==> config.mk <==
export PLATFORM = sky130hd
export DESIGN_NAME = spwm_gate_gen_flat
export DESIGN_NICKNAME = d
export VERILOG_FILES = /design/src/rtl/spwm_gate_gen_if.sv /design/src/rtl/spwm_gate_gen.sv /design/src/flat_wrapper.sv
export SDC_FILE = /design/constraint.sdc
export NUM_CORES = 1
export LEC_CHECK = 0
export ABC_AREA = 1
export ABC_CLOCK_PERIOD_IN_PS = 2820
export BUFFER_PORTS_ARGS = -buffer_cell sky130_fd_sc_hd__buf_2
export CORE_UTILIZATION = 45
export CTS_CLUSTER_DIAMETER = 120
export DETAILED_ROUTE_END_ITERATION = 16
export PLACE_DENSITY = 0.7
export SYNTH_ARGS = -nofsm -noshare
export SYNTH_HDL_FRONTEND = slang
export SYNTH_SLANG_ARGS = --single-unit
export TNS_END_PERCENT = 1
==> constraint.sdc <==
create_clock -name clk_in -period 2.82 [get_ports clk_in]
set_input_delay 0.282 -clock clk_in [delete_from_list [all_inputs] [get_ports clk_in]]
set_output_delay 0.282 -clock clk_in [all_outputs]
set_load 0.05 [all_outputs]
==> src/rtl/spwm_gate_gen_if.sv <==
// Signal bundle between the sine LUT stage, the SPWM gate generator and the leg's gate pins.
interface spwm_gate_gen_if;
   logic        enable;
   logic [11:0] sine_in;
   logic [11:0] carrier;
   logic        sync;
   logic        gate_h;
   logic        gate_l;

   modport master (
      output enable, sine_in,
      input  carrier, sync, gate_h, gate_l
   );

   modport slave (
      input  enable, sine_in,
      output carrier, sync, gate_h, gate_l
   );
endinterface

==> src/rtl/spwm_gate_gen.sv <==
// Regular-sampled SPWM: triangle carrier vs valley-latched sine, complementary
// gate pair with dead time for one inverter leg.
module spwm_gate_gen #(
   parameter int CARRIER_MAX = 1639,
   parameter int DEAD_TIME   = 20
) (
   input  logic            clk_in,
   input  logic            rst_n,
   spwm_gate_gen_if.slave  bus
);

   localparam logic [11:0] CMAX    = 12'(CARRIER_MAX);
   localparam logic [7:0]  DT_LAST = 8'(DEAD_TIME - 1);

   typedef enum logic [1:0] {S_OFF, S_DT, S_HIGH, S_LOW} state_t;

   state_t      state, state_nx;
   logic [7:0]  dt_cnt, dt_cnt_nx;
   logic [11:0] car_q, ref_q;
   logic        up_q, raw_q, sync_q;

   always_ff @(posedge clk_in) begin
      if (!rst_n) begin
         car_q  <= '0;
         up_q   <= 1'b1;
         ref_q  <= '0;
         raw_q  <= 1'b0;
         sync_q <= 1'b0;
      end else begin
         // Turn around at both ends without repeating the end value.
         if (up_q) begin
            if (car_q == CMAX) begin
               car_q <= CMAX - 12'd1;
               up_q  <= 1'b0;
            end else begin
               car_q <= car_q + 12'd1;
            end
         end else begin
            if (car_q == 12'd0) begin
               car_q <= 12'd1;
               up_q  <= 1'b1;
            end else begin
               car_q <= car_q - 12'd1;
            end
         end

         if (car_q == 12'd0)
            ref_q <= (bus.sine_in > CMAX) ? CMAX : bus.sine_in;

         raw_q  <= (ref_q > car_q);
         // Only a descending 1 -> 0 step is a valley; the reset valley is not.
         sync_q <= !up_q && (car_q == 12'd1);
      end
   end

   always_ff @(posedge clk_in) begin
      if (!rst_n) begin
         state  <= S_OFF;
         dt_cnt <= '0;
      end else begin
         state  <= state_nx;
         dt_cnt <= dt_cnt_nx;
      end
   end

   always_comb begin
      state_nx  = state;
      dt_cnt_nx = dt_cnt;
      if (!bus.enable) begin
         state_nx  = S_OFF;
         dt_cnt_nx = '0;
      end else begin
         case (state)
            S_OFF: begin
               state_nx  = S_DT;
               dt_cnt_nx = '0;
            end
            S_DT: begin
               // Target follows raw_q at exit; raw toggles inside DT do not restart the count.
               if (dt_cnt == DT_LAST) begin
                  state_nx  = raw_q ? S_HIGH : S_LOW;
                  dt_cnt_nx = '0;
               end else begin
                  dt_cnt_nx = dt_cnt + 8'd1;
               end
            end
            S_HIGH: begin
               if (!raw_q) begin
                  state_nx  = S_DT;
                  dt_cnt_nx = '0;
               end
            end
            S_LOW: begin
               if (raw_q) begin
                  state_nx  = S_DT;
                  dt_cnt_nx = '0;
               end
            end
            default: begin
               state_nx  = S_OFF;
               dt_cnt_nx = '0;
            end
         endcase
      end
   end

   assign bus.carrier = car_q;
   assign bus.sync    = sync_q;
   assign bus.gate_h  = (state == S_HIGH);
   assign bus.gate_l  = (state == S_LOW);

endmodule
==> src/flat_wrapper.sv <==
// flat-port wrapper written by rule: the top's interface ports become plain ports
module spwm_gate_gen_flat 
#(
   parameter int CARRIER_MAX = 1639,
   parameter int DEAD_TIME   = 20
)
  (clk_in, rst_n, bus_enable, bus_sine_in, bus_carrier, bus_sync, bus_gate_h, bus_gate_l);
  spwm_gate_gen_if bus_i ();
  input  logic clk_in;
  input  logic rst_n;
  input wire logic [$bits(bus_i.enable)-1:0] bus_enable;
  input wire logic [$bits(bus_i.sine_in)-1:0] bus_sine_in;
  output wire logic [$bits(bus_i.carrier)-1:0] bus_carrier;
  output wire logic [$bits(bus_i.sync)-1:0] bus_sync;
  output wire logic [$bits(bus_i.gate_h)-1:0] bus_gate_h;
  output wire logic [$bits(bus_i.gate_l)-1:0] bus_gate_l;
  assign bus_i.enable = bus_enable;
  assign bus_i.sine_in = bus_sine_in;
  assign bus_carrier = bus_i.carrier;
  assign bus_sync = bus_i.sync;
  assign bus_gate_h = bus_i.gate_h;
  assign bus_gate_l = bus_i.gate_l;
  spwm_gate_gen #(.CARRIER_MAX(CARRIER_MAX), .DEAD_TIME(DEAD_TIME)) u_core (.clk_in(clk_in), .rst_n(rst_n), .bus(bus_i));
endmodule
==> impl_metrics.env <==
export IMPL_num_io_pins=30
export IMPL_drcViolationCount=0
export IMPL_fp_dieArea_mm2=0.00573
export IMPL_cp_data_arrival_time_ns=1.90
export IMPL_cts_htree_levels=2
export IMPL_master_cell_of_the_clock_root_buffer="clkbuf_8"
export IMPL_synth_area_leaders="dfxtp_1 (30%), nand2_1 (11%), ha_1 (8.2%), nor2_1 (7.8%), nand3_1 (7.2%)"
export IMPL_ctsResizeCount=0
export IMPL_power_sequential_fraction_pct=48.3
export IMPL_timing_final_crit_period_ns=1.67
export IMPL_vias=2425
export IMPL_grt_pass1_wl_mm=9.84
export IMPL_cts_hold_buf=0
export IMPL_worst_r2r_setup_slack_ns=1.15
export IMPL_vdd_ir_drop_worst_mv=0.313
export IMPL_dieHeight_um=75.7
export IMPL_clk_path_buf_depth=2
export IMPL_slew_viol_final=0
export IMPL_cts_bufs_inserted=5
export IMPL_layout_drive_gt1_share_pct=14.2
export IMPL_cts_setup_buffers=0
export IMPL_antenna_found_initial=0
export IMPL_worst_endpoint_required_ns=3.05
export IMPL_fillCellCount=521
export IMPL_area_share_of_the_largest_cell_type_after_synthesis_pct=30.3
export IMPL_power_per_cell_area_mw_per_mm2=443
export IMPL_port_buffer_count=29
export IMPL_place_congestion=0.861
export IMPL_met2_length_mm=2.49
export IMPL_slew_limit_headroom_pct=69.8
export IMPL_hpwlAfterDp_mm=4.50
export IMPL_gr_usage_all_layers_pct=22.5
export IMPL_vias_per_cell=5.22
export IMPL_yosysUniqueCellTypes=28
export IMPL_most_common_layout_cells="nand2_1 (70), nor2_1 (51), inv_1 (40), dfxtp_1 (37), nand3_1 (35)"
export IMPL_rsz0062_at_grt="no"
export IMPL_clock_fmax_mhz=599
export IMPL_m1WireLength_mm=2.91
export IMPL_setup_tns_ns=0
export IMPL_clkLatencyLatePin_ns=0.29
export IMPL_cellLeakagePower_nw=1.29
export IMPL_critPathLaunchType="flip-flop"
export IMPL_synthFlopType="dfxtp_1"
export IMPL_n_antenna_cell=0
export IMPL_tritoncts_clock_tree="yes"
export IMPL_syn_area_per_cell_um2=6.66
export IMPL_nNetsFinal=425
export IMPL_initial_core_util_pct=47.2
export IMPL_synthesis_instances=367
export IMPL_power_share_switching_pct=32.1
export IMPL_post_synth_top_area_cell="dfxtp_1"
export IMPL_worstMarginPinSlew_ns=0.451
export IMPL_maximum_number_of_pins_on_one_net_before_global_route_repair=19
export IMPL_detailedRoute_firstIterationViolations=184
export IMPL_cp_end_kind="flip-flop"
export IMPL_overflow=0
export IMPL_ys_warnings_count=0
export IMPL_outcome="completed"
export IMPL_worst_setup_hold_path_clk_slew_ns=0.08
export IMPL_area_sequential_um2=741
export IMPL_post_synth_instance_area_mm2=0.00244
export IMPL_std_cell_core_area_mm2=0.00517
export IMPL_route_final_wire_length_mm=5.73
export IMPL_pwr_share_comb_pct=21.5
export IMPL_timing_hold_worst_class="primary input to flip-flop"
export IMPL_wl_met3_um=289
export IMPL_synth_fp_nets=398
export IMPL_switching_power_of_the_nets_uw=384
export IMPL_layout_overhead_on_the_synthesized_area_pct=10.4
export IMPL_cell_internal_pwr_uw=813
export IMPL_total_clock_sinks=37
export IMPL_synth_seq_cells=37
export IMPL_synth_seq_area_share_pct=30.3
export IMPL_combined_area_of_the_multi_input_logic_cells_mm2=0.00147
export IMPL_async_reset_ff_share_pct=0
export IMPL_drt_first_pass_iters=4
export IMPL_finalSetupViolations=0
export IMPL_timing_hold_violations_final=0
export IMPL_die_w_um=75.7
export IMPL_edff_count_synth=0
export IMPL_route_detailed_wl_per_inst_um=12.3
export IMPL_critPathKind="flip-flop to flip-flop"
export IMPL_layout_commonest_cell="nand2_1"
export IMPL_final_period_utilization_pct=59.2
export IMPL_vias_in_the_first_global_route=2165
export IMPL_p_clk_share_pct=30.2
export IMPL_routed_top_layer="met4"
export IMPL_worst_clock_skew_ns=0.00589
export IMPL_cap_violations=0
export IMPL_finalHoldWorstSlack_ns=0.211
export IMPL_drt_antenna_violating_nets=0
export IMPL_total_power_draw_mw=1.20
export IMPL_rows=26
export IMPL_crit_path_max_fanout=7
[metal layers]
metal	global-route usage, %	vias to the layer above
li1	-	1257
met1	32.4	1093
met2	34.5	70
met3	4.23	5
met4	5.97	0
met5	0	-
[area by class of cell]
class | count | area share (%)
sequential | 37 | 27.4
inverter | 47 | 6.58
clock inverter | 2 | 0.371
clock buffer | 6 | 2.69
timing repair buffer | 29 | 5.38
multi-input combinational | 274 | 54.3
tap | 70 | 3.25
[kinds of logic after synthesis]
group           count (synthesis)  share of synthesized area [%]
compound gates                 53                           11.4
xor+xnor                        9                           3.23
fa+ha+maj                      16                           8.19
buf+inv                        56                           9.73
flops                          37                           30.3
simple gates                  196                           37.1
[final timing paths]
check                                      startpoint               endpoint  cells past startpoint
worst max-delay path            u_core.bus.carrier[0]  u_core.bus.carrier[9]                      9
worst min-delay path                   bus_sine_in[0]        u_core.ref_q[0]                      3
worst max register to register  u_core.bus.carrier[0]  u_core.bus.carrier[9]                      9
worst min register to register       u_core.ref_q[11]       u_core.ref_q[11]                      2
[flip-flops by register name, summed over array words and instances (netlist names)]
register	flops
u_core.raw_q	1
u_core.bus.carrier	12
u_core.ref_q	12
u_core.state	2
u_core.dt_cnt	8
u_core.up_q	1
u_core.bus.sync	1
[critical path: stages (launching register included)]
cell,delay (ns)
dfxtp_1,0.47
inv_1,0.12
ha_1,0.27
nand2_4,0.13
clkinv_2,0.08
nand4_1,0.12
nand2_1,0.10
inv_1,0.15
o21ai_1,0.09
nor2_1,0.09
[cells in the mapped netlist (2+ instances only)]
| master | count |
|---|---|
| dfxtp_1 | 37 |
| inv_1 | 40 |
| nor2_1 | 51 |
| nand2_1 | 70 |
| clkbuf_1 | 3 |
| nor2_4 | 5 |
| buf_2 | 3 |
| nand4_1 | 13 |
| nand3_2 | 2 |
| nor2_2 | 3 |
| inv_2 | 6 |
| o211ai_1 | 2 |
| xor2_1 | 9 |
| o21ai_0 | 14 |
| ha_1 | 16 |
| nand3_1 | 35 |
| a21oi_1 | 25 |
| o21ai_1 | 9 |
| nor3_1 | 13 |
| buf_6 | 3 |
[power by group through the flow]
stage / sequential, mW / clock [mW] / combinational (mW)
2_1_floorplan: 0.593 / 0 / 0.190
3_3_place_gp: 0.589 / 0 / 0.254
3_5_place_dp: 0.589 / 0 / 0.256
4_1_cts: 0.577 / 0.371 / 0.257
5_1_grt: 0.581 / 0.393 / 0.299
6_report: 0.578 / 0.361 / 0.257
[stage by stage]
stage               worst slack, ns  util, %  instance area [um2]  instances
floorplan                     0.996        -                 2440        367
global placement               1.20     50.6                 2620        457
detailed placement             1.19     50.6                 2620        457
CTS                            1.18     52.2                 2700        465
global route                  0.985     52.2                 2700        465
finish                         1.15     52.2                 2700        465
Note: power is estimated with default switching activity, not from simulation.
